===== src/rtl/act_pio_sequencer.sv =====
//------------------------------------------------------------------------------
// Module      : act_pio_sequencer
// Description : Arbitrates sigmoid / inverse-sigmoid PIO toggle requests onto
//               one shared multi-cycle activation unit and returns the results.
// Revision    : 1.0 - initial release
//------------------------------------------------------------------------------
`default_nettype none

module act_pio_sequencer #(
    parameter int DATA_W      = 31,
    parameter int TIMEOUT_CYC = 1024,
    parameter int CNT_W       = 11
) (
    input  logic              clk_clk,
    input  logic              reset_reset_n,
    input  logic [31:0]       sig_cmd_in,
    input  logic [31:0]       isig_cmd_in,
    output logic [31:0]       sig_rsp_out,
    output logic [31:0]       isig_rsp_out,
    output logic              act_start,
    output logic              act_mode,
    output logic [DATA_W-1:0] act_operand,
    input  logic              act_done,
    input  logic [DATA_W-1:0] act_result,
    output logic              busy,
    output logic              timeout_err
);

    typedef enum logic [1:0] {
        S_IDLE      = 2'd0,
        S_ISSUE     = 2'd1,
        S_WAIT      = 2'd2,
        S_WRITEBACK = 2'd3
    } state_t;

    localparam logic [CNT_W-1:0] CNT_LAST = CNT_W'(TIMEOUT_CYC - 1);

    state_t            state_q,       state_d;
    logic [31:0]       sig_cmd_q,     sig_cmd_d;
    logic [31:0]       isig_cmd_q,    isig_cmd_d;
    logic [31:0]       sig_rsp_q,     sig_rsp_d;
    logic [31:0]       isig_rsp_q,    isig_rsp_d;
    logic              act_start_q,   act_start_d;
    logic              act_mode_q,    act_mode_d;
    logic [DATA_W-1:0] act_operand_q, act_operand_d;
    logic [DATA_W-1:0] result_q,      result_d;
    logic              tog_q,         tog_d;
    logic              rr_q,          rr_d;
    logic [CNT_W-1:0]  cnt_q,         cnt_d;
    logic              timeout_err_q, timeout_err_d;

    logic              sig_pend;
    logic              isig_pend;
    logic              grant_isig;
    logic [31:0]       wb_word;
    logic              unused_cmd_bits;

    // act_mode_q doubles as the in-flight channel id (0 = sig, 1 = isig).
    always_comb begin
        state_d       = state_q;
        sig_cmd_d     = sig_cmd_in;
        isig_cmd_d    = isig_cmd_in;
        sig_rsp_d     = sig_rsp_q;
        isig_rsp_d    = isig_rsp_q;
        act_start_d   = 1'b0;
        act_mode_d    = act_mode_q;
        act_operand_d = act_operand_q;
        result_d      = result_q;
        tog_d         = tog_q;
        rr_d          = rr_q;
        cnt_d         = cnt_q;
        timeout_err_d = timeout_err_q;

        sig_pend   = sig_cmd_q[31]  ^ sig_rsp_q[31];
        isig_pend  = isig_cmd_q[31] ^ isig_rsp_q[31];
        grant_isig = (sig_pend && isig_pend) ? ~rr_q : isig_pend;

        wb_word             = '0;
        wb_word[DATA_W-1:0] = result_q;
        wb_word[31]         = tog_q;

        case (state_q)
            S_IDLE: begin
                if (sig_pend || isig_pend) begin
                    act_mode_d    = grant_isig;
                    tog_d         = grant_isig ? isig_cmd_q[31] : sig_cmd_q[31];
                    act_operand_d = grant_isig ? isig_cmd_q[DATA_W-1:0]
                                               : sig_cmd_q[DATA_W-1:0];
                    act_start_d   = 1'b1;
                    state_d       = S_ISSUE;
                end
            end
            S_ISSUE: begin
                cnt_d   = '0;
                state_d = S_WAIT;
            end
            S_WAIT: begin
                // A completion arriving on the last allowed cycle still counts.
                if (act_done) begin
                    result_d = act_result;
                    state_d  = S_WRITEBACK;
                end else if (cnt_q == CNT_LAST) begin
                    result_d      = '1;
                    timeout_err_d = 1'b1;
                    state_d       = S_WRITEBACK;
                end else begin
                    cnt_d = cnt_q + 1'b1;
                end
            end
            S_WRITEBACK: begin
                if (act_mode_q) isig_rsp_d = wb_word;
                else            sig_rsp_d  = wb_word;
                rr_d    = act_mode_q;
                state_d = S_IDLE;
            end
            default: state_d = S_IDLE;
        endcase
    end

    always_ff @(posedge clk_clk or negedge reset_reset_n) begin
        if (!reset_reset_n) begin
            state_q       <= S_IDLE;
            sig_cmd_q     <= '0;
            isig_cmd_q    <= '0;
            sig_rsp_q     <= '0;
            isig_rsp_q    <= '0;
            act_start_q   <= 1'b0;
            act_mode_q    <= 1'b0;
            act_operand_q <= '0;
            result_q      <= '0;
            tog_q         <= 1'b0;
            rr_q          <= 1'b0;
            cnt_q         <= '0;
            timeout_err_q <= 1'b0;
        end else begin
            state_q       <= state_d;
            sig_cmd_q     <= sig_cmd_d;
            isig_cmd_q    <= isig_cmd_d;
            sig_rsp_q     <= sig_rsp_d;
            isig_rsp_q    <= isig_rsp_d;
            act_start_q   <= act_start_d;
            act_mode_q    <= act_mode_d;
            act_operand_q <= act_operand_d;
            result_q      <= result_d;
            tog_q         <= tog_d;
            rr_q          <= rr_d;
            cnt_q         <= cnt_d;
            timeout_err_q <= timeout_err_d;
        end
    end

    assign unused_cmd_bits = ^{sig_cmd_q, isig_cmd_q};

    assign sig_rsp_out  = sig_rsp_q;
    assign isig_rsp_out = isig_rsp_q;
    assign act_start    = act_start_q;
    assign act_mode     = act_mode_q;
    assign act_operand  = act_operand_q;
    assign busy         = (state_q != S_IDLE);
    assign timeout_err  = timeout_err_q;

endmodule

`default_nettype wire

===== config.mk =====
export PLATFORM = sky130hd
export DESIGN_NAME = act_pio_sequencer
export DESIGN_NICKNAME = d
export VERILOG_FILES = /design/src/rtl/act_pio_sequencer.sv
export SDC_FILE = /design/constraint.sdc
export NUM_CORES = 1
export LEC_CHECK = 0
export CORE_MARGIN = 2
export CORE_UTILIZATION = 54
export CTS_BUF_LIST = sky130_fd_sc_hd__clkbuf_4 sky130_fd_sc_hd__clkbuf_8
export DETAILED_ROUTE_END_ITERATION = 12
export PLACE_DENSITY = 0.89
export SETUP_SLACK_MARGIN = 0.15
export SLEW_MARGIN = 25
export SYNTH_ARGS = -nofsm -noshare
export SYNTH_HDL_FRONTEND = slang
export SYNTH_SLANG_ARGS = --single-unit

===== constraint.sdc =====
create_clock -name clk_clk -period 2.6 [get_ports clk_clk]
set_input_delay 0.52 -clock clk_clk [delete_from_list [all_inputs] [get_ports clk_clk]]
set_output_delay 0.52 -clock clk_clk [all_outputs]
set_load 0.05 [all_outputs]

==> impl_metrics.yaml, run 1 <==
drt:
  first_iter_violations: 277
  totalWireLength_um: 17100
  vias_per_cell: 5.27
  route.detailed.wl_per_inst_um: 18.6
  firstDrtPassIters: 5
  routed-via-count: 4862
  route.detailed.drc: 0
  post_route_antenna_net_violation_count: 0
setup_path:
  path_max_fanout: 5
  critical_path.slowest_cell: "sky130_fd_sc_hd__clkdlybuf4s50_1"
  type_of_the_worst_setup_path: "reg -> out"
  cp.required_ns: 2.08
  cp.buffers_inverters: 1
  crit_start: "isig_rsp_out[31]$_DFFE_PN0P_"
  crit_arrival_ns: 1.83
  worst_path_dominant_cell_family: "buffers and inverters"
  timing.critical_path.to_type: "output port"
  reg2reg_setup_slack_ns: 0.66
  critPathMaxStageDelay_ns: 0.89
  timing.critical_path.from_type: "flop"
  critical_path.cell_chain: "clkdlybuf4s50_1"
  crit-reg2reg-launch: "state_q[0]$_DFFE_PN0P_"
timing:
  fin_crit_sh_pct: 90.3
  worst_clock_skew_ns: 0.0294
  worst_hold_slack_ns: 0.0188
  setup_viol: 0
  final_total_negative_setup_slack_ns: 0
  max_clock_freq_ghz: 0.426
  report.final.hold_viol_count: 0
  slew_viol_final: 0
  worst_slew_margin_rel_pct: 61.1
  min_period_ns: 2.35
  rsz0062_at_grt: "false"
  worst_slew_pin_slew_ns: 0.582
outcome:
  run_status: "finished clean"
floorplan:
  initial_utilization_pct: 54.5
  die_w_um: 122
  io_pins: 197
  core_region_area_mm2: 0.0137
  fp.dieArea_mm2: 0.0148
  floorplan.rows: 43
  die_h_um: 122
global_routing:
  globalRoute.totalOverflow: 0
  first_global_vias: 5470
  wire_length_of_the_first_global_routing_pass_um: 27200
  grt.total_usage_pct: 23.7
  antenna_found_initial: 0
  grt_start_max_net_pins: 73
power:
  cellPowerDensity_mw_per_mm2: 1440
  vdd_ir_drop_max_mv: 0.841
  power.internal_mw: 8.58
  switching_share_pct: 42.4
  seq_power_share_pct: 33.8
  clock_power_share_pct: 18.5
  cellLeakagePower_nw: 4.47
  design_power_total_mw: 14.9
  power.share.combinational_pct: 47.7
  p_sw_mw: 6.31
cts:
  cts_tree: "yes"
  clock_tree.buffer_depth: 3
  clk_pin_slew_worst_paths_ns: 0.06
  tritoncts.num_buffers: 35
  htree_num_levels: 2
  clock-sinks: 208
  cts_hold_buffers: 0
  clock_latency_ns: 0.51
  cts.root.buffer_cell: "sky130_fd_sc_hd__clkbuf_8"
  number_of_buffers_added_for_setup_after_cts: 0
synth:
  seq_area_frac_synth_pct: 69.6
  post_synth_num_cell_types: 39
  netlist_instances: 504
  synthesized_area_mm2: 0.00748
  yosys_warnings: 0
  synthesis.area_per_instance_um2: 14.8
  post-synth-top-area-cell: "sky130_fd_sc_hd__dfrtp_1"
  synth_area_leaders: "sky130_fd_sc_hd__dfrtp_1 70%, sky130_fd_sc_hd__mux2_2 9.3%, sky130_fd_sc_hd__mux2i_1 4.6%"
  synthesis.nets: 608
  ys_ff_latch: 208
  synth_top_cell_area_share_pct: 69.6
cells_and_area:
  mostFrequentLayoutCells: "208 x sky130_fd_sc_hd__dfrtp_1, 194 x sky130_fd_sc_hd__clkdlybuf4s50_1, 62 x sky130_fd_sc_hd__mux2_2"
  n_antenna_cell: 0
  most_frequent_standard_cell_in_the_layout_excluding_fill_and_tap_cells: "sky130_fd_sc_hd__dfrtp_1"
  design_area_mm2: 0.0103
  synthesis_to_layout_area_growth_pct: 38.0
  drive_gt1_share_pct: 18.4
  layout.nets: 827
hold_path:
  hold_class: "in -> async"
placed_design:
  dp_hpwl_um: 11400
  port-buffer-count: 196
  dpl-instance-area_mm2: 0.00966
  finalWeightedCongestion: 0.810
run:
  maxCapViolations: 0
## cells by family (layout without fill, tap and decap cells)
family          Yosys count  after routing  synth area share [%]
buf+inv                  31            270                  2.39
mux                     100            100                  14.5
simple gates             68             68                  4.03
xor+xnor                  2              2                 0.234
compound gates           89             89                  8.26
flops                   208            208                  69.6
fa+ha+maj                 6              6                  1.00
## worst paths after layout
check                                                to  cells past startpoint
min in group clk_clk            sig_cmd_q[26]$_DFF_PN0_                      1
max in group asynchronous  isig_rsp_out[11]$_DFFE_PN0P_                      2
min                         isig_rsp_out[8]$_DFFE_PN0P_                      1
max                                    isig_rsp_out[31]                      1
max reg2reg                        cnt_q[5]$_DFFE_PN0P_                      7
min reg2reg                     timeout_err$_DFFE_PN0P_                      1
## metrics by stage
| stage | worst slack (ns) | util [%] | cells |
|---|---|---|---|
| floorplan | 0.770 | - | 504 |
| global placement | 0.507 | 70.4 | 866 |
| detailed placement | 0.459 | 70.4 | 866 |
| CTS | 0.171 | 75.3 | 923 |
| global route | 0.192 | 75.2 | 923 |
| finish | 0.251 | 75.2 | 923 |
## Yosys cell counts (all sizes together)
library cell	instances
a211oi	1
a21boi	1
a21o	2
a21oi	3
a22o	1
a22oi	1
a31oi	6
a41oi	2
and2b	1
and3	2
buf	16
clkbuf	8
dfrtp	208
ha	6
inv	7
mux2	66
mux2i	34
nand2	47
nand2b	3
nand3	2
nand4	2
nand4b	2
nor2	5
nor2b	1
nor3	2
o21a	1
o21ai	37
o22a	31
o22ai	1
o31a	1
o31ai	1
or2	1
xor2	2
## sequential cells by signal, indices dropped and copies added (netlist names)
register / count
act_mode: 1
act_operand: 31
act_start: 1
cnt_q: 11
isig_cmd_q: 32
isig_rsp_out: 32
result_q: 31
rr_q: 1
sig_cmd_q: 32
sig_rsp_out: 32
state_q: 2
timeout_err: 1
tog_q: 1
## metal layers
metal | GRT usage, % | routed length, um | up-vias
met5 | 0 | 0 | -
met4 | 9.77 | 391 | 0
met3 | 6.74 | 1020 | 32
met2 | 41.7 | 9110 | 145
met1 | 27.3 | 6600 | 2470
li1 | - | - | 2215
## power groups by stage
stage | Combinational (mW) | Clock, mW | Sequential [mW]
after detailed placement | 7.15 | 0 | 5.06
after global placement | 6.96 | 0 | 4.96
final | 7.11 | 2.76 | 5.03
after global routing | 7.46 | 2.99 | 5.15
after floorplan | 2.23 | 0 | 7.55
after CTS | 7.18 | 2.84 | 5.03
## repair_timing
action | in CTS | in global routing
endpoints found under the hold margin | 0 | 0
pin swaps | 0 | 0
gates resized for setup | 1 | 2
endpoints found under the setup margin | 1 | 1
## final cells by class
type	instances	area [um^2]
repair buffers	206	2090
clock buffers	51	633
flip-flops and latches	208	5200
well taps	180	225
multi-input cells	265	2110
fillers	872	3400
inverters	7	26.3
clock inverters	6	36.3
No activity file was read; power rests on OpenSTA's default activity.
==> run 2: changes to the inputs <==
--- a/config.mk
+++ b/config.mk
@@ -5,8 +5,10 @@
 export SDC_FILE = /design/constraint.sdc
 export NUM_CORES = 1
 export LEC_CHECK = 0
+export CELL_PAD_IN_SITES_DETAIL_PLACEMENT = 1
+export CELL_PAD_IN_SITES_GLOBAL_PLACEMENT = 2
 export CORE_MARGIN = 2
-export CORE_UTILIZATION = 54
+export CORE_UTILIZATION = 37
 export CTS_BUF_LIST = sky130_fd_sc_hd__clkbuf_4 sky130_fd_sc_hd__clkbuf_8
 export DETAILED_ROUTE_END_ITERATION = 12
 export PLACE_DENSITY = 0.89
==> run 2 against run 1 <==
Non-clock buffer count is 5 higher; critical endpoint is now sig_rsp_out[31]; largest power group unchanged; worst hold slack gained 0.42 ns; wire length is 11% higher.
==> impl_metrics.yaml, run 2 (synthesis results as in run 1) <==
timing:
  max_clock_freq_ghz: 0.427
  fin_crit_sh_pct: 90.1
  final_critical_path_setup_slack_ns: 0.258
  worst_slew_margin_rel_pct: 61.0
  slew_viol_final: 0
  report.final.hold_viol_count: 0
  min_period_ns: 2.34
  worst_slew_pin_slew_ns: 0.583
  worst_clock_skew_ns: 0.0231
  rsz0062_at_grt: "false"
  final_total_negative_setup_slack_ns: 0
  setup_viol: 0
placed_design:
  preCtsSetupSlack_ns: 0.452
  port-buffer-count: 196
  placed_cells_incl_taps: 960
  dp_hpwl_um: 12900
  finalWeightedCongestion: 0.756
setup_path:
  cp.buffers_inverters: 1
  worst_r2r_endpoint: "cnt_q[9]$_DFFE_PN0P_"
  crit_arrival_ns: 1.82
  path_max_fanout: 4
  reg2reg_setup_slack_ns: 0.67
  type_of_the_worst_setup_path: "reg -> out"
  timing.critical_path.from_type: "flop"
  critical_path.slowest_cell: "sky130_fd_sc_hd__clkdlybuf4s50_1"
  timing.critical_path.to_type: "output port"
  critPathMaxStageDelay_ns: 0.90
  crit-reg2reg-launch: "state_q[0]$_DFFE_PN0P_"
  critical_path.cell_chain: "clkdlybuf4s50_1"
  worst_path_dominant_cell_family: "buffers and inverters"
  cp.required_ns: 2.08
  reg2reg_depth: 7
floorplan:
  initial_utilization_pct: 37.3
  fp.dieArea_mm2: 0.0214
  die_h_um: 146
  floorplan.rows: 52
  die_w_um: 146
  io_pins: 197
  core_region_area_mm2: 0.0200
global_routing:
  grt.total_usage_pct: 18.3
  first_global_vias: 5794
  wire_length_of_the_first_global_routing_pass_um: 31200
  antenna_found_initial: 0
  globalRoute.totalOverflow: 0
  grt_start_max_net_pins: 55
cts:
  clock_latency_ns: 0.52
  clock-sinks: 208
  number_of_buffers_added_for_setup_after_cts: 0
  clk_pin_slew_worst_paths_ns: 0.06
  cts.root.buffer_cell: "sky130_fd_sc_hd__clkbuf_8"
  tritoncts.num_buffers: 37
  clock_tree.buffer_depth: 3
  htree_num_levels: 2
  cts_tree: "yes"
drt:
  routed-via-count: 4932
  met1Wirelength_um: 7400
  route.detailed.drc: 0
  highest_layer: "met4"
  route.detailed.wl_per_inst_um: 18.5
  first_iter_violations: 109
  post_route_antenna_net_violation_count: 0
  totalWireLength_um: 18900
  detailroute.wirelength.met3_um: 1850
  firstDrtPassIters: 4
  vias_per_cell: 4.82
  met2WireLength_um: 9320
power:
  vdd_ir_drop_max_mv: 0.889
  cellLeakagePower_nw: 4.54
  cellPowerDensity_mw_per_mm2: 1450
outcome:
  run_status: "finished clean"
cells_and_area:
  layout.nets: 834
  fillCellCount: 2039
  mostFrequentLayoutCells: "208 x sky130_fd_sc_hd__dfrtp_1, 194 x sky130_fd_sc_hd__clkdlybuf4s50_1, 62 x sky130_fd_sc_hd__mux2_2"
  drive_gt1_share_pct: 19.5
  n_antenna_cell: 0
  most_frequent_standard_cell_in_the_layout_excluding_fill_and_tap_cells: "sky130_fd_sc_hd__dfrtp_1"
  synthesis_to_layout_area_growth_pct: 41.3
  final_cell_count_no_fill: 1024
run:
  maxCapViolations: 0
hold_path:
  endpoint_with_the_worst_hold_slack: "isig_cmd_q[20]$_DFF_PN0_"
  hold_class: "in -> reg"
  holdCritStartpoint: "isig_cmd_in[20]"
  min_delay_path_depth: 1
## run 2: worst max-delay path by stage
| stage | from | to | slack [ns] | cells after the start |
|---|---|---|---|---|
| after CTS | isig_rsp_out[31]$_DFFE_PN0P_ | isig_rsp_out[31] | 0.22 | 1 |
| after global routing | isig_rsp_out[31]$_DFFE_PN0P_ | isig_rsp_out[31] | 0.17 | 1 |
| final | sig_rsp_out[31]$_DFFE_PN0P_ | sig_rsp_out[31] | 0.26 | 1 |
| after floorplan | isig_rsp_out[31]$_DFFE_PN0P_ | act_operand[25]$_DFFE_PN0P_ | 0.77 | 5 |
| after global placement | act_done | state_q[1]$_DFFE_PN0P_ | 0.51 | 5 |
| after detailed placement | act_done | cnt_q[9]$_DFFE_PN0P_ | 0.45 | 6 |
## run 2: layout make-up
| type | instances | area (um^2) | area share (%) |
|---|---|---|---|
| multi-input combinational | 265 | 2110 | 20.0 |
| clock inverter | 8 | 70.1 | 0.663 |
| sequential | 208 | 5200 | 49.2 |
| inverter | 7 | 26.3 | 0.249 |
| tap | 270 | 338 | 3.20 |
| timing repair buffer | 211 | 2120 | 20.0 |
| clock buffer | 55 | 701 | 6.63 |
## run 2: worst reg2reg max path: stages (launching register included)
cell and delay, ns:
sky130_fd_sc_hd__dfrtp_1 0.40, sky130_fd_sc_hd__inv_1 0.13, sky130_fd_sc_hd__ha_1 0.27, sky130_fd_sc_hd__and2b_1 0.24, sky130_fd_sc_hd__o31a_1 0.27, sky130_fd_sc_hd__buf_4 0.20, sky130_fd_sc_hd__a41oi_1 0.12, sky130_fd_sc_hd__a31oi_1 0.21
## run 2: power by group
part           internal, mW  total (mW)  leakage (nW)  switching (mW)
registers              4.36        5.05          2.43           0.695
logic                  2.66        7.12          1.70            4.45
clock network          1.82        3.11         0.406            1.29
## run 2: metrics by stage
step                      power, mW  cell area, um^2  hold slack, ns  util [%]
after floorplan                9.79             7480           0.224         -
after global placement         12.0             9790           0.447      48.9
after detailed placement       12.3             9790           0.446      48.9
after CTS                      15.5            10600           0.403      52.7
after global routing           16.1            10600           0.410      52.7
final                          15.3            10600           0.439      52.7
## run 2: per-layer routing
layer  up-vias  global-route usage (%)
met5         -                       0
met1      2492                    20.8
met4         0                    5.58
met3        37                    8.00
li1       2224                       -
met2       179                    31.4
## run 2: timing repair
action                                 CTS  global route
hold buffers                             1             0
endpoints found under the hold margin   45             0
setup endpoints to repair                0             0
gates resized for setup                  0             0
==> run 3: changes to the inputs <==
--- a/config.mk
+++ b/config.mk
@@ -5,15 +5,16 @@
 export SDC_FILE = /design/constraint.sdc
 export NUM_CORES = 1
 export LEC_CHECK = 0
+export ABC_AREA = 1
 export CELL_PAD_IN_SITES_DETAIL_PLACEMENT = 1
 export CELL_PAD_IN_SITES_GLOBAL_PLACEMENT = 2
 export CORE_MARGIN = 2
-export CORE_UTILIZATION = 37
+export CORE_UTILIZATION = 33
 export CTS_BUF_LIST = sky130_fd_sc_hd__clkbuf_4 sky130_fd_sc_hd__clkbuf_8
 export DETAILED_ROUTE_END_ITERATION = 12
-export PLACE_DENSITY = 0.89
+export PLACE_DENSITY = 0.88
 export SETUP_SLACK_MARGIN = 0.15
-export SLEW_MARGIN = 25
+export SLEW_MARGIN = 20
 export SYNTH_ARGS = -nofsm -noshare
 export SYNTH_HDL_FRONTEND = slang
 export SYNTH_SLANG_ARGS = --single-unit
==> run 3 against run 2 <==
Setup slack gained 0.022 ns; combinational power shrank 2%; first-iteration DRC count grew 120%; sequential cell count is the same; synthesized area grew 2.2%; sequential power shrank 4.2%; critical path depth is the same; non-clock buffer count grew 1; register-to-register slack lost 0.05 ns.
==> impl_metrics.yaml, run 3 <==
setup_path:
  cp.required_ns: 2.08
  crit-reg2reg-launch: "state_q[0]$_DFFE_PN0P_"
  crit_arrival_ns: 1.80
  path_max_fanout: 4
  worst_r2r_endpoint: "cnt_q[9]$_DFFE_PN0P_"
  reg2reg_setup_slack_ns: 0.62
  reg2reg_depth: 8
  timing.critical_path.to_type: "output port"
  critical_path.slowest_cell: "sky130_fd_sc_hd__clkdlybuf4s50_1"
  worst_path_dominant_cell_family: "buffers and inverters"
  timing.critical_path.from_type: "flop"
  critical_path.cell_chain: "clkdlybuf4s50_1"
  cp.buffers_inverters: 1
  critPathMaxStageDelay_ns: 0.85
  type_of_the_worst_setup_path: "reg -> out"
cts:
  htree_num_levels: 2
  clock_tree.buffer_depth: 3
  clk_pin_slew_worst_paths_ns: 0.06
  tritoncts.num_buffers: 38
  number_of_buffers_added_for_setup_after_cts: 0
  clock-sinks: 208
  cts_tree: "yes"
  clock_latency_ns: 0.51
  cts_hold_buffers: 0
  cts.root.buffer_cell: "sky130_fd_sc_hd__clkbuf_8"
synth:
  synthesized_area_mm2: 0.00764
  seq_area_frac_synth_pct: 68.1
  post_synth_num_cell_types: 21
  count_leader_synth: "sky130_fd_sc_hd__nand2_1"
  synth-async-reset-ratio_pct: 100
  synth-main-ff-cell: "sky130_fd_sc_hd__dfrtp_1"
  ys_ff_latch: 208
  yosys_warnings: 0
  netlist_top_cells_count: "261 x sky130_fd_sc_hd__nand2_1, 208 x sky130_fd_sc_hd__dfrtp_1, 75 x sky130_fd_sc_hd__o21ai_0"
  synth_area_leaders: "sky130_fd_sc_hd__dfrtp_1 68%, sky130_fd_sc_hd__nand2_1 13%, sky130_fd_sc_hd__o21ai_0 4.9%"
  post-synth-top-area-cell: "sky130_fd_sc_hd__dfrtp_1"
  synth-edff-count: 0
  synth_top_cell_area_share_pct: 68.1
  synthesis.nets: 876
  netlist_instances: 772
  synthesis.area_per_instance_um2: 9.90
drt:
  post_route_antenna_net_violation_count: 0
  route.detailed.drc: 0
  routed-via-count: 5948
  vias_per_cell: 4.59
  totalWireLength_um: 21600
  route.detailed.wl_per_inst_um: 16.7
  first_iter_violations: 243
  firstDrtPassIters: 4
global_routing:
  wire_length_of_the_first_global_routing_pass_um: 35200
  grt_start_max_net_pins: 66
  first_global_vias: 6689
  globalRoute.totalOverflow: 0
  antenna_found_initial: 1
  grt.total_usage_pct: 18.3
timing:
  min_period_ns: 2.32
  rsz0062_at_grt: "false"
  final_total_negative_setup_slack_ns: 0
  report.final.hold_viol_count: 0
  worst_clock_skew_ns: 0.0151
  worst_slew_pin_slew_ns: 0.632
  worst_slew_margin_rel_pct: 57.9
  fin_crit_sh_pct: 89.2
  worst_hold_slack_ns: 0.00483
  slew_viol_final: 0
  setup_viol: 0
  max_clock_freq_ghz: 0.431
floorplan:
  core_region_area_mm2: 0.0227
  die_w_um: 156
  floorplan.rows: 55
  fp.dieArea_mm2: 0.0244
  initial_utilization_pct: 33.7
  io_pins: 197
  die_h_um: 156
cells_and_area:
  synthesis_to_layout_area_growth_pct: 40.5
  multi_input_area_mm2: 0.00211
  sequential_cell_area_mm2: 0.00520
  n_antenna_cell: 0
  most_frequent_standard_cell_in_the_layout_excluding_fill_and_tap_cells: "sky130_fd_sc_hd__nand2_1"
  layout.nets: 1092
  mostFrequentLayoutCells: "259 x sky130_fd_sc_hd__nand2_1, 208 x sky130_fd_sc_hd__dfrtp_1, 194 x sky130_fd_sc_hd__clkdlybuf4s50_1"
  fillCellCount: 2561
  drive_gt1_share_pct: 8.32
outcome:
  run_status: "finished clean"
placed_design:
  dp_hpwl_um: 13900
  port-buffer-count: 196
  finalWeightedCongestion: 0.738
power:
  p_sw_mw: 6.68
  switching_share_pct: 44.7
  power.share.combinational_pct: 46.7
  seq_power_share_pct: 32.4
  cellPowerDensity_mw_per_mm2: 1390
  vdd_ir_drop_max_mv: 0.872
  cellLeakagePower_nw: 5.15
  power.internal_mw: 8.28
  clock_power_share_pct: 20.9
hold_path:
  hold_class: "in -> async"
run:
  maxCapViolations: 0
[run 3: how the worst max path moves through the flow]
stage / from / endpoint / slack, ns / cells after the start
after global placement: state_q[0]$_DFFE_PN0P_ / busy / 0.52 / 4
after detailed placement: state_q[0]$_DFFE_PN0P_ / busy / 0.48 / 4
after floorplan: isig_rsp_out[31]$_DFFE_PN0P_ / act_operand[10]$_DFFE_PN0P_ / 0.99 / 7
after CTS: state_q[0]$_DFFE_PN0P_ / busy / 0.20 / 4
after global routing: state_q[0]$_DFFE_PN0P_ / busy / 0.17 / 4
final: isig_rsp_out[31]$_DFFE_PN0P_ / isig_rsp_out[31] / 0.28 / 1
[run 3: kinds of logic (layout without fill, tap and decap cells)]
group                      after synthesis  in the layout  share of synthesized area, %
AOI/OAI and AO/OA                      112            112                          7.47
and+or+nand+nor                        358            358                          18.5
DFF                                    208            208                          68.1
xor gates and xnor gates                 4              4                         0.557
buffers and inverters                   84            322                          4.39
adders and majority gates                6              6                         0.982
[run 3: timing repair]
action | in CTS | in global routing
endpoints found under the setup margin | 1 | 1
gates resized for setup | 1 | 1
endpoints found under the hold margin | 0 | 0
[run 3: area by class of cell]
| class | instances | area share [%] |
|---|---|---|
| flip-flops and latches | 208 | 48.5 |
| clock buffers | 61 | 7.06 |
| inverters | 48 | 1.68 |
| repair buffers | 212 | 19.8 |
| multi-input cells | 480 | 19.6 |
| well taps | 285 | 3.32 |
| clock inverters | 1 | 0.0699 |
[run 3: metal layers]
| metal | global-route usage, % | part of all wire, % | vias to the layer above | wire length [um] |
|---|---|---|---|---|
| met4 | 5.99 | 2.3 | 2 | 496 |
| met3 | 7.22 | 8.9 | 40 | 1930 |
| met2 | 29.1 | 45 | 170 | 9700 |
| met5 | 0 | 0.060 | - | 13 |
| met1 | 22.9 | 44 | 2871 | 9470 |
| li1 | - | - | 2865 | - |
[run 3: power by group through the flow]
stage	Sequential, mW	Clock (mW)	Combinational [mW]
2_1_floorplan	7.32	0	2.00
3_3_place_gp	4.85	0	6.94
3_5_place_dp	4.89	0	7.06
4_1_cts	4.86	3.24	7.09
5_1_grt	4.98	3.40	7.59
6_report	4.84	3.13	6.98
[run 3: metrics by stage]
stage	worst slack [ns]	cell area (um^2)	utilization, %	power [mW]	std cells
4_1_cts	0.199	10700	47.3	15.2	1295
6_report	0.280	10700	47.3	15.0	1295
3_3_place_gp	0.520	9970	43.9	11.8	1233
3_5_place_dp	0.476	9970	43.9	12.0	1233
2_1_floorplan	0.986	7640	-	9.32	772
5_1_grt	0.168	10700	47.3	16.0	1295
